==> src/rtl/snn_if_neuron.sv <==
// ---------------------------------------------------------------------------
// snn_if_neuron
//   Integrate-and-fire spiking neuron with a host-writable signed weight
//   memory. Every clock edge is one timestep: the weights of all active
//   input spikes are summed into the membrane potential. When the potential
//   reaches THRESH, the neuron emits a one-cycle spike and the potential is
//   reloaded with RESET. There is no leak.
//
//   Optional feature (compile-time macro):
//     IF_NEURON_FLOOR_EN - clamp the next potential from below at RESET.
//
//   Ports
//     mem_clk   in   single clock for integration and weight memory
//     rst       in   async active-high reset (potential and spike only)
//     spike_in  in   [NUM_INPUTS]  spikes for this timestep, bit i -> weight i
//     spike_out out  registered spike, high one cycle per firing
//     mem_addr  in   [WEIGHT_ADDR_WIDTH] weight address (write and read)
//     mem_din   in   [WEIGHT_SIZE] weight write data
//     mem_wen   in   write enable
//     mem_dout  out  [WEIGHT_SIZE] registered read data (1-cycle latency)
// ---------------------------------------------------------------------------
module snn_if_neuron #(
  parameter int                             WEIGHT_SIZE       = 32,
  parameter logic signed [WEIGHT_SIZE-1:0]  THRESH            = 15,
  parameter logic signed [WEIGHT_SIZE-1:0]  RESET             = 0,
  parameter int                             NUM_INPUTS        = 4,
  parameter int                             WEIGHT_ADDR_WIDTH = 2
) (
  input  logic                         mem_clk,
  input  logic                         rst,
  input  logic [NUM_INPUTS-1:0]        spike_in,
  output logic                         spike_out,
  input  logic [WEIGHT_ADDR_WIDTH-1:0] mem_addr,
  input  logic [WEIGHT_SIZE-1:0]       mem_din,
  input  logic                         mem_wen,
  output logic [WEIGHT_SIZE-1:0]       mem_dout
);

  // Sum width holds NUM_INPUTS weights plus the current potential without
  // overflow, so saturation can be decided on the exact value.
  localparam int SUM_W = WEIGHT_SIZE + $clog2(NUM_INPUTS) + 1;
  localparam int EXT_W = SUM_W - WEIGHT_SIZE;

  localparam logic signed [SUM_W-1:0] LP_MAX =
    {{(EXT_W+1){1'b0}}, {(WEIGHT_SIZE-1){1'b1}}};
  localparam logic signed [SUM_W-1:0] LP_MIN =
    {{(EXT_W+1){1'b1}}, {(WEIGHT_SIZE-1){1'b0}}};

  // Weights power up to zero and are deliberately outside the reset domain
  // so a neuron reset keeps the learned weights.
  logic [NUM_INPUTS-1:0][WEIGHT_SIZE-1:0] r_weight = '0;
  logic [WEIGHT_SIZE-1:0]                 r_dout   = '0;

  logic signed [WEIGHT_SIZE-1:0] r_v;
  logic                          r_spike;

  logic [WEIGHT_SIZE-1:0]        w_rd_data;
  logic signed [SUM_W-1:0]       w_sum;
  logic signed [SUM_W-1:0]       w_acc;
  logic signed [WEIGHT_SIZE-1:0] w_vsat;
  logic signed [WEIGHT_SIZE-1:0] w_vnext;
  logic                          w_fire;

  // Read mux with write-through: a read of the address being written
  // returns the new data. Out-of-range addresses read as zero.
  always_comb begin
    w_rd_data = '0;
    for (int i = 0; i < NUM_INPUTS; i++)
      if (int'(mem_addr) == i) w_rd_data = mem_wen ? mem_din : r_weight[i];
  end

  always_ff @(posedge mem_clk) begin
    for (int i = 0; i < NUM_INPUTS; i++)
      if (mem_wen && int'(mem_addr) == i) r_weight[i] <= mem_din;
    r_dout <= w_rd_data;
  end

  // Integration reads r_weight before this edge's write lands, so a
  // same-edge write affects the next timestep only.
  always_comb begin
    w_sum = '0;
    for (int i = 0; i < NUM_INPUTS; i++)
      if (spike_in[i])
        w_sum = w_sum + {{EXT_W{r_weight[i][WEIGHT_SIZE-1]}}, r_weight[i]};
  end

  assign w_acc = {{EXT_W{r_v[WEIGHT_SIZE-1]}}, r_v} + w_sum;

  always_comb begin
    if (w_acc > LP_MAX)      w_vsat = LP_MAX[WEIGHT_SIZE-1:0];
    else if (w_acc < LP_MIN) w_vsat = LP_MIN[WEIGHT_SIZE-1:0];
    else                     w_vsat = w_acc[WEIGHT_SIZE-1:0];
  end

`ifdef IF_NEURON_FLOOR_EN
  assign w_vnext = (w_vsat < RESET) ? RESET : w_vsat;
`else
  assign w_vnext = w_vsat;
`endif

  assign w_fire = (w_vnext >= THRESH);

  always_ff @(posedge mem_clk or posedge rst) begin
    if (rst) begin
      r_v     <= RESET;
      r_spike <= 1'b0;
    end else begin
      r_spike <= w_fire;
      r_v     <= w_fire ? RESET : w_vnext;
    end
  end

  assign spike_out = r_spike;
  assign mem_dout  = r_dout;

endmodule

==> config.mk <==
export PLATFORM = sky130hd
export DESIGN_NAME = snn_if_neuron
export DESIGN_NICKNAME = d
export VERILOG_FILES = /design/src/rtl/snn_if_neuron.sv
export SDC_FILE = /design/constraint.sdc
export NUM_CORES = 1
export LEC_CHECK = 0
export CORE_MARGIN = 4
export CORE_UTILIZATION = 45
export CTS_CLUSTER_DIAMETER = 120
export CTS_CLUSTER_SIZE = 16
export DETAILED_ROUTE_END_ITERATION = 8
export SYNTH_ARGS = -nofsm -noshare
export SYNTH_HDL_FRONTEND = slang
export SYNTH_SLANG_ARGS = --single-unit
==> constraint.sdc <==
create_clock -name mem_clk -period 23.6 [get_ports mem_clk]
set_input_delay 4.72 -clock mem_clk [delete_from_list [all_inputs] [get_ports mem_clk]]
set_output_delay 4.72 -clock mem_clk [all_outputs]
set_load 0.05 [all_outputs]
# Word-level counts from Yosys, hierarchy flattened
# Cells that the tools add are included.
op_classes:
  add_sub_neg: 4
  order_cmp: 3
  n_eq_ne: 3
  n_mux: 15
  reduce_logical: 5
op_table:
  columns: ["op", "n"]
  rows:
  - ["2-to-1 mux 32 bit", 11]
  - ["adder 35 bit", 4]
  - ["2-to-1 mux 35 bit", 4]
  - ["greater-than comparator 35 x 32 -> 1 bit, second input constant", 1]
  - ["< comparator 35 x 32 -> 1 bit, second input constant", 1]
  - ["greater-or-equal comparator 32 x 5 -> 1 bit, second input constant", 1]
  - ["equality test 2 bit, second input constant", 2]
  - ["logical AND 1 bit", 4]
  - ["equality test 2 x 1 -> 1 bit, second input constant", 1]
  - ["logical NOT 2 bit", 1]
word_totals:
  regBits: 193
  in_bits: 41
  output_inout_bits: 33
  word_cells: 37

# Longest topological paths before layout
# Gate-level depths: netlist of the first run.
depth:
  ltp_word: 13
  ltp_mapped: 55
  depth_no_buf: 51

# Worst setup path before layout of the first run
# No wires, ideal clock.
synth_timing:
  kind: "input-to-reg"
  start: "input port spike_in[0]"
  end: "register r_v[21]"
  setup_ns: 0.073
  arrival_ns: 14.706
  required_ns: 23.527
  path_slack_ns: 8.821
  cell_stages: 52
  path_buffers: 6
  path_cell_list: "clkbuf_1 > buf_1 > clkbuf_1 > clkbuf_1 > and2_1 > ha_1 > clkbuf_1 > and4b_1 > a32oi_1 > o2bb2ai_1 > o21bai_1 > a21oi_1 > o21ai_0 > a21o_1 > a21oi_1 > xnor2_1 > mux2_2 > ha_1 > [... 16 more ...] > a21oi_1 > a21boi_0 > a31o_2 > xor2_1 > nand2_1 > o21a_1 > ha_1 > o211ai_1 > o21ai_0 > nor3_1 > a211o_1 > nor4_2 > a2111oi_0 > o2bb2a_1 > a211oi_4 > buf_6 > nand3_1 > a21oi_2"
synth_between:
  elab_chain_cells: 13
  elab_cells_between_ends: 14
  cone_classes: "add/sub (4); order compare (3); mux (7)"
synth_rtl:
  columns: ["item", "line", "source"]
  rows:
  - ["start, declared", "31", "input logic [NUM_INPUTS-1:0] spike_in,"]
  - ["2-to-1 mux 35 bit *", "83", "if (spike_in[i])"]
  - ["adder 35 bit", "84", "w_sum = w_sum + {{EXT_W{r_weight[i][WEIGHT_SIZE-1]}}, r_weight[i]};"]
  - ["2-to-1 mux 35 bit *", "83", null]
  - ["adder 35 bit", "84", null]
  - ["2-to-1 mux 35 bit *", "83", null]
  - ["adder 35 bit", "84", null]
  - ["2-to-1 mux 35 bit *", "83", null]
  - ["adder 35 bit *", "87", "assign w_acc = {{EXT_W{r_v[WEIGHT_SIZE-1]}}, r_v} + w_sum;"]
  - ["< comparator 35 x 32 -> 1 bit", "91", "else if (w_acc < LP_MIN) w_vsat = LP_MIN[WEIGHT_SIZE-1:0];"]
  - ["2-to-1 mux 32 bit", "91", null]
  - ["2-to-1 mux 32 bit *", "90", "if (w_acc > LP_MAX) w_vsat = LP_MAX[WEIGHT_SIZE-1:0];"]
  - ["greater-or-equal comparator 32 x 5 -> 1 bit", "101", "assign w_fire = (w_vnext >= THRESH);"]
  - ["2-to-1 mux 32 bit *", "109", "r_v <= w_fire ? RESET : w_vnext;"]
  - ["end signal, assigned", "109", null]
  - ["end, declared", "54", "logic signed [WEIGHT_SIZE-1:0] r_v;"]
# Every way passes the cells marked *; elsewhere a longest branch is shown, timed or not.
# A chain may end at the register's enable or synchronous reset.

# Final worst setup path of the first run
layout_timing:
  start: "input port spike_in[0]"
  end: "register r_v[17]"
# The elaborated chain is that of the path after synthesis.

==> metrics.md, run 1 <==
| Metric | Value |
|---|---|
| Outcome | complete, no violations |
| Crit path to | r_v[17] |
| Initial core utilization | 0.4580 |
| Crit path from | spike_in[0] |
| DR WL/cell | 19.83 um |
| P&R area growth vs syn | 10.99% |
| Met3 Usage GRT | 0.02665 |
| Row count | 67 |
| Number of CTS-inserted buffers | 17 |
| Hpwl dp | 30.25 mm |
| Mapped Cells | 1547 |
| Hold-fix buffers, CTS | 0 |
| R2r setup slk | 11.95 ns |
| H-tree levels | 4 |
| ANT nets after route | 0 |
| Most frequent cells after synthesis | 132 x a21oi_1, 129 x ha_1, 128 x edfxtp_1 |
| Tmin final | 16.03 ns |
| Setup TNS | 0 ns |
| Vias in the first global route | 11.47k |
| Synth warnings | 0 |
| Layout cells sized above 1 | 0.1270 |
| Largest net degree at the start of global routing | 59 |
| Post-synth EDFFs | 128 |
| Critical path's slowest cell | a211oi_4 |
| Maxcap violations | 0 |
| Synth unique cells | 90 |
| Slew Viols, Final | 0 |
| Core area | 0.03362 sq mm |
| Sequential element share of the synthesized area | 0.3449 |
| Vias | 12.23k |
| Clk buf depth | 2 |
| Worst vdd ir | 0.1587 mV |
| Final cycle utilization of the critical path | 0.6794 |
| Count of final setup violators | 0 |
| TritonCTS clock tree | built |
| Router iterations before antenna repair | 6 |
| Final hold violations | 0 |
| Met1 GRT Util | 0.3300 |
| CP required | 23.97 ns |
| Post-layout util | 0.5083 |
| Synth top area share | 0.2497 |
| RSZ-0062 raised after global routing | false |
| Clk sinks | 193 |
| Wirelength, routed | 40.73 mm |
| Worst R2R Path Depth | 49 |
| Area leader, netlist | edfxtp_1 |
| Fmax | 62.37 MHz |
| Die Ht | 193.0 um |
| Reg-to-reg startpoint | r_weight[0] |
| Pwr dens | 111.3 mW/mm^2 |
| GRT met2 Usage | 0.3342 |
| Worst hold path class | flop to flop |
| Largest stage delay, worst path | 0.84 ns |
| Design area | 0.01709 sq mm |
| Die area | 0.03724 sq mm |
| Worst slew pin tran | 1.176 ns |
| Top-count cell post-synth | a21oi_1 |
| Clk_lat worst skew | 0.47 ns |
| Worst-path clk slew | 0.07 ns |
| DR vias/cell | 5.956 |
| Number of DRC markers in iteration 0 | 914 |
| Worst Setup Start Kind | input pin |
| GRT Total Usage | 0.2180 |
| Leakage power | 6.916 nW |
| Postcts setup bufs | 0 |
| Root Buffer | clkbuf_16 |
| Top FF cell, synth | edfxtp_1 |
| Resize count post-CTS | 0 |
| Final Wtd Congestion | 0.8736 |
| #FFs+latches synth | 193 |
| Synth top area cells | edfxtp_1 25%, ha_1 10%, mux2_2 6.0% |
| Critical Path End Type | flop |
| Ys async rst share | 0.1710 |
| Critical Path AT | 16.41 ns |
| # diodes | 0 |
| Ports | 74 |
| Mean Syn Cell Area | 9.952 sq um |
| Setup Skew | 0.02119 ns |
| Mapped Area | 0.01540 sq mm |
| First-pass GRT wire length | 63.65 mm |
| Final nets | 1767 |
| CP max FO | 58 |
| Gr busiest metal | met2 |
| Crit path kind | input pin to flop |
| Initial antenna violation count | 0 |
| Die X | 193.0 um |
| Gr ovfl total | 0 |
| Reg-to-Reg End | r_v[17] |
| Buffers on Ports | 73 |
| Remaining DRCs | 0 |
| Syn Nets | 1721 |
| Placed Area | 0.01650 sq mm |
| Relative slew slack | 0.2132 |
-- how the worst min path moves through the flow --
stage	from	end	slack, ns	cells past startpoint
after floorplan	r_v[0]	r_v[0]	0.66	3
after global placement	r_weight[25]	mem_dout[25]	0.70	2
after detailed placement	r_weight[29]	mem_dout[29]	0.70	2
after CTS	r_weight[25]	mem_dout[25]	0.72	2
after global routing	r_weight[29]	mem_dout[29]	0.75	2
final	r_weight[25]	mem_dout[25]	0.72	2
-- metal layers --
metal | vias up | wire length (um)
li1 | 5958 | -
met1 | 5958 | 20390
met2 | 290 | 17970
met3 | 27 | 1806
met4 | 0 | 564
met5 | - | 0
-- through the flow --
stage	hold WS [ns]	setup slack, ns	power (mW)	instances
6_report	0.7151	7.566	1.902	2054
4_1_cts	0.7213	7.697	1.905	2054
5_1_grt	0.7455	6.749	2.044	2054
3_3_place_gp	0.6950	7.334	1.585	2022
2_1_floorplan	0.6573	8.821	1.386	1547
3_5_place_dp	0.7037	7.234	1.597	2022
-- cell families (layout without fill, tap and decap cells) --
family                   count (synthesis)  after routing  share of synthesized area
AND/OR/NAND/NOR                        395            395                     0.1271
flip-flops                             193            193                     0.3449
adder cells (fa/ha/maj)                135            135                     0.1113
buffers and inverters                  107            166                    0.02934
multiplexers                           119            119                     0.1100
AO/OA/AOI/OAI                          473            473                     0.2057
XOR/XNOR                               125            125                    0.07160
-- registers in the layout, indices dropped and copies added (netlist names) --
| signal | cells |
|---|---|
| spike_out | 1 |
| mem_dout | 32 |
| r_v | 32 |
| r_weight | 128 |
-- where the power goes --
group	switching (mW)	internal, mW
combinational	0.695	0.467
sequential	0.0265	0.416
clock	0.136	0.163
-- placed cells by master (no fill, tap or decap), drive strengths merged, types with 50 or more instances in the layout --
cell / Yosys / layout
a21o: 64 / 64
a21oi: 152 / 152
clkdlybuf4s50: 0 / 66
edfxtp: 128 / 128
ha: 129 / 129
inv: 47 / 50
mux2: 82 / 82
nand2: 108 / 108
nor2: 103 / 103
o21ai: 81 / 81
xnor2: 78 / 78
-- critical path, delay by kind of cell --
kind | cells | cell delay (ns)
AND/OR/NAND/NOR | 10 | 2.03
adder cells (fa/ha/maj) | 6 | 2.04
multiplexers | 2 | 0.45
XOR/XNOR | 3 | 0.40
buffers and inverters | 3 | 0.46
AO/OA/AOI/OAI | 27 | 6.28
-- area by class of cell --
type                            instances  area (sq um)
Fill cell                            3082         16530
Multi-Input combinational cell       1247          9654
Sequential cell                       193          5310
Timing Repair Buffer                   86         793.3
Tap cell                              448         560.5
Clock buffer                           21         460.4
Inverter                               48         180.2
Clock inverter                         11         128.9
Power figures use the tool's default switching activity.
==> inputs of run 2 (changes only) <==
==> constraint.sdc (replaced) <==
create_clock -name mem_clk -period 16 [get_ports mem_clk]
set_input_delay 3.2 -clock mem_clk [delete_from_list [all_inputs] [get_ports mem_clk]]
set_output_delay 3.2 -clock mem_clk [all_outputs]
set_load 0.05 [all_outputs]
==> metrics.md, run 2 (same netlist as run 1, synthesis figures left out) <==
| Metric | Value |
|---|---|
| CP bufs+invs | 2 |
| Hold-fix buffers, CTS | 0 |
| Core area | 0.03362 sq mm |
| Die area | 0.03724 sq mm |
| Worst Setup Start Kind | input pin |
| Worst vdd ir | 0.1992 mV |
| Clk_lat worst skew | 0.47 ns |
| Worst hold start | r_weight[2] |
| Number of CTS-inserted buffers | 17 |
| Setup TNS | 0 ns |
| Row count | 67 |
| Count of final setup violators | 0 |
| DR vias/cell | 5.988 |
| Final Wtd Congestion | 0.8714 |
| Worst-path clk slew | 0.07 ns |
| Final nets | 1767 |
| P&R area growth vs syn | 10.86% |
| Relative slew slack | 0.2290 |
| Worst hold path class | flop to flop |
| Number of DRC markers in iteration 0 | 1009 |
| Fmax | 70.75 MHz |
| Clk buf depth | 2 |
| Leakage power | 6.910 nW |
| Crit path kind | input pin to flop |
| Largest stage delay, worst path | 0.84 ns |
| Critical path's slowest cell | a211oi_4 |
| Reg-to-reg startpoint | r_weight[0] |
| Number of placed cells counting well taps | 2022 |
| H-tree levels | 4 |
| Initial antenna violation count | 0 |
| Die X | 193.0 um |
| Postcts setup bufs | 0 |
| Maxcap violations | 0 |
| Initial core utilization | 0.4580 |
| Largest register FFs | 128 |
| Critical Path AT | 14.51 ns |
| # fillers | 3099 |
| Area of the multi-input gates | 0.009654 sq mm |
| Post-layout util | 0.5077 |
| Clk sinks | 193 |
| Slew Viols, Final | 0 |
| Register with the most flip-flops | r_weight |
| Router iterations before antenna repair | 6 |
| Worst slew pin tran | 1.153 ns |
| Critical Path End Type | flop |
| Gr ovfl total | 0 |
| TritonCTS clock tree | built |
| Worst R2R Path Depth | 49 |
| First-pass GRT wire length | 64.05 mm |
| DR WL/cell | 19.90 um |
| CP top delay family | compound AO/OA/AOI/OAI gates |
| Vias in the first global route | 11.67k |
| Largest net degree at the start of global routing | 53 |
| Finished Layout Cells | 2054 |
| Resize count post-CTS | 0 |
| Hold Path Cell Cnt | 2 |
| RSZ-0062 raised after global routing | false |
| Pwr dens | 163.7 mW/mm^2 |
| ANT nets after route | 0 |
| Wirelength, routed | 40.87 mm |
| Ports | 74 |
| Hpwl dp | 30.25 mm |
| Final cycle utilization of the critical path | 0.8833 |
| Storage element area | 0.005310 sq mm |
| Outcome | complete, no violations |
| Vias | 12.30k |
| GRT Total Usage | 0.2201 |
| CP max FO | 27 |
| Layout cells sized above 1 | 0.1276 |
| Final hold violations | 0 |
| Reg-to-Reg End | r_v[24] |
| Setup Skew | 0.01786 ns |
| Tmin final | 14.13 ns |
| WHS Endpoint | mem_dout[2] |
| R2r setup slk | 4.45 ns |
| Buffers on Ports | 73 |
| Most frequent cells in the layout | 132 x a21oi_1, 129 x ha_1, 128 x edfxtp_1 |
| Root Buffer | clkbuf_16 |
| Commonest non-fill, non-tap cell in the layout | a21oi_1 |
| CP required | 16.37 ns |
| Die Ht | 193.0 um |
| Remaining DRCs | 0 |
| # diodes | 0 |
-- run 2: stage by stage --
stage | power [mW] | worst slack (ns) | area, sq um | hold slack (ns)
finish | 2.794 | 1.866 | 17070 | 0.7155
global route | 3.012 | 0.8922 | 17070 | 0.7406
CTS | 2.803 | 1.954 | 17070 | 0.7179
detailed placement | 2.356 | 1.512 | 16500 | 0.6971
global placement | 2.339 | 1.576 | 16500 | 0.6960
floorplan | 2.044 | 2.741 | 15400 | 0.6573
-- run 2: how the worst max path moves through the flow --
stage | end | cells after the start | slack [ns] | startpoint
2_1_floorplan | r_v[21] | 52 | 2.74 | spike_in[0]
3_3_place_gp | r_v[25] | 50 | 1.58 | spike_in[0]
3_5_place_dp | r_v[24] | 50 | 1.51 | spike_in[0]
4_1_cts | r_v[24] | 50 | 1.95 | spike_in[0]
5_1_grt | r_v[24] | 50 | 0.89 | spike_in[0]
6_report | r_v[24] | 50 | 1.87 | spike_in[0]
-- run 2: layout make-up --
| type | count | area share |
|---|---|---|
| Multi-Input combinational cell | 1247 | 0.5656 |
| Timing Repair Buffer | 86 | 0.04648 |
| Sequential cell | 193 | 0.3111 |
| Inverter | 48 | 0.01056 |
| Clock inverter | 14 | 0.008211 |
| Clock buffer | 18 | 0.02514 |
| Tap cell | 448 | 0.03284 |
-- run 2: power by group --
group	internal (mW)	switching, mW
Combinational	0.689	1.02
Clock	0.221	0.214
Sequential	0.613	0.0381
-- run 2: worst min-delay path, stage by stage (launching register included) --
cell and delay [ns]:
edfxtp_1 0.34, mux4_2 0.22, mux2_2 0.13
-- run 2: routing by layer --
layer | vias up | global-route usage | share of wire
li1 | 5963 | - | -
met4 | 0 | 0.05011 | 0.014
met2 | 328 | 0.3411 | 0.44
met5 | - | 0 | 0
met3 | 36 | 0.03331 | 0.055
met1 | 5972 | 0.3272 | 0.49
==> inputs of run 3 (changes only) <==
--- a/config.mk
+++ b/config.mk
@@ -6,7 +6,7 @@
 export NUM_CORES = 1
 export LEC_CHECK = 0
 export CORE_MARGIN = 4
-export CORE_UTILIZATION = 45
+export CORE_UTILIZATION = 30
 export CTS_CLUSTER_DIAMETER = 120
 export CTS_CLUSTER_SIZE = 16
 export DETAILED_ROUTE_END_ITERATION = 8
==> constraint.sdc (replaced) <==
create_clock -name mem_clk -period 12.35 [get_ports mem_clk]
set_input_delay 2.47 -clock mem_clk [delete_from_list [all_inputs] [get_ports mem_clk]]
set_output_delay 2.47 -clock mem_clk [all_outputs]
set_load 0.05 [all_outputs]
==> metrics.md, run 3 (same netlist as run 1, synthesis figures left out) <==
| Metric | Value |
|---|---|
| Core area | 0.05048 sq mm |
| CP max FO | 54 |
| Worst slew pin tran | 1.075 ns |
| Buffers on Ports | 73 |
| Die X | 234.5 um |
| Reg-to-Reg End | r_v[23] |
| Met1 WL | 19.98 mm |
| Setup TNS | 0 ns |
| GRT Total Usage | 0.1514 |
| Final nets | 1826 |
| DR vias/cell | 5.364 |
| Worst-path clk slew | 0.07 ns |
| Met3 WL post-DR | 1.756 mm |
| # diodes | 0 |
| Final WS setup | 0.6414 ns |
| Setup Skew | 0.01237 ns |
| Pre-CTS WS | 0.01133 ns |
| ANT nets after route | 0 |
| R2r setup slk | 2.42 ns |
| Largest register FFs | 128 |
| Hpwl dp | 31.26 mm |
| Reg-to-reg startpoint | r_weight[1] |
| Maxcap violations | 0 |
| TritonCTS clock tree | built |
| CP required | 12.75 ns |
| Row count | 82 |
| Most frequent cells in the layout | 129 x a21oi_1, 128 x edfxtp_1, 127 x ha_1 |
| Largest stage delay, worst path | 0.39 ns |
| First-pass GRT wire length | 66.25 mm |
| Die Ht | 234.5 um |
| Outcome | complete, no violations |
| Vias in the first global route | 12.16k |
| CP bufs+invs | 7 |
| CP top delay family | compound AO/OA/AOI/OAI gates |
| Tmin final | 11.71 ns |
| CP most frequent cell | a21o_1 |
| Final hold violations | 0 |
| Pwr dens | 218.5 mW/mm^2 |
| Critical path's slowest cell | a221o_1 |
| Worst R2R Path Depth | 50 |
| Count of final setup violators | 0 |
| Worst hold start | r_v[0] |
| Commonest non-fill, non-tap cell in the layout | a21oi_1 |
| Root Buffer | clkbuf_16 |
| Wirelength, routed | 42.56 mm |
| Gr ovfl total | 0 |
| Leakage power | 7.272 nW |
| DR WL/cell | 18.21 um |
| Worst hold path class | flop to flop |
| Initial core utilization | 0.3050 |
| Critical Path End Type | flop |
| Number of DRC markers in iteration 0 | 1102 |
| Crit path kind | input pin to flop |
| Critical Path AT | 12.11 ns |
| Register with the most flip-flops | r_weight |
| Worst Setup Start Kind | input pin |
| Worst vdd ir | 0.1843 mV |
| Relative slew slack | 0.2834 |
| Final cycle utilization of the critical path | 0.9481 |
| Vias | 12.54k |
| Met2 Wirelength | 20.18 mm |
| Largest net degree at the start of global routing | 55 |
| Clk buf depth | 2 |
| Tightest hold margin | 0.7126 ns |
| Die area | 0.05501 sq mm |
| Fmax | 85.41 MHz |
| Slew Viols, Final | 0 |
| H-tree levels | 4 |
| Power Total | 3.954 mW |
| Ports | 74 |
| WHS Endpoint | r_v[0] |
| Number of CTS-inserted buffers | 17 |
| Number of placed cells counting well taps | 2300 |
| Hold Path Cell Cnt | 3 |
| Clk sinks | 193 |
| Max layer used | met5 |
| Final Wtd Congestion | 0.9173 |
| Router iterations before antenna repair | 5 |
| Remaining DRCs | 0 |
| Finished Layout Cells | 2337 |
| Clk_lat worst skew | 0.46 ns |
| Initial antenna violation count | 3 |
| P&R area growth vs syn | 17.55% |
| Layout cells sized above 1 | 0.1682 |
==> run 3: changes by cell type in the layout (fill, tap and decap cells not counted), sizes merged <==
cell,change
buf,+57
bufinv,+3
clkbuf,+4
clkinv,-1
clkinvlp,+4
inv,-8
==> run 3: repair_timing <==
action | in CTS | in global routing
setup buffers | 0 | 3
hold buffers | 0 | 0
gates resized for setup | 0 | 29
endpoints found under the setup margin | 0 | 29
==> run 3: worst register-to-register path, delay by kind of cell, from the launching register on <==
family,cells,cell delay [ns]
buffers and inverters,4,0.64
muxes,1,0.29
xor gates and xnor gates,4,0.62
and+or+nand+nor,10,1.31
DFF,1,0.41
adders and majority gates,4,1.11
AOI/OAI and AO/OA,27,5.45
==> run 3: how the worst max path moves through the flow <==
stage | start | endpoint | depth (start not counted)
after detailed placement | spike_in[0] | r_v[14] | 49
after global placement | spike_in[0] | r_v[17] | 51
after global routing | spike_in[0] | r_v[14] | 52
after floorplan | spike_in[0] | r_v[21] | 52
final | spike_in[0] | r_v[23] | 51
after CTS | spike_in[0] | r_v[14] | 49
==> run 3: layout make-up <==
| class | instances | area [sq um] |
|---|---|---|
| clock buffers | 20 | 436.7 |
| inverters | 48 | 180.2 |
| fillers | 5031 | 32380 |
| clock inverters | 12 | 181.4 |
| multi-input cells | 1247 | 9803 |
| flip-flops and latches | 193 | 5310 |
| repair buffers | 145 | 1346 |
| well taps | 672 | 840.8 |
==> run 3: routing by layer <==
metal / GRT usage / vias to the layer above
met5: 0 / -
met4: 0.03544 / 2
met3: 0.02565 / 57
met2: 0.2538 / 294
met1: 0.2049 / 6112
li1: - / 6071
==> run 3: metrics by stage <==
step             util  instance area (sq um)
5_1_grt        0.3585                  18100
2_1_floorplan       -                  15400
3_3_place_gp   0.3417                  17250
3_5_place_dp   0.3417                  17250
4_1_cts        0.3539                  17860
6_report       0.3585                  18100
==> run 3: report_power, final <==
group | internal (mW) | switching (mW)
sequential | 0.793 | 0.0512
clock | 0.340 | 0.258
combinational | 1.11 | 1.41
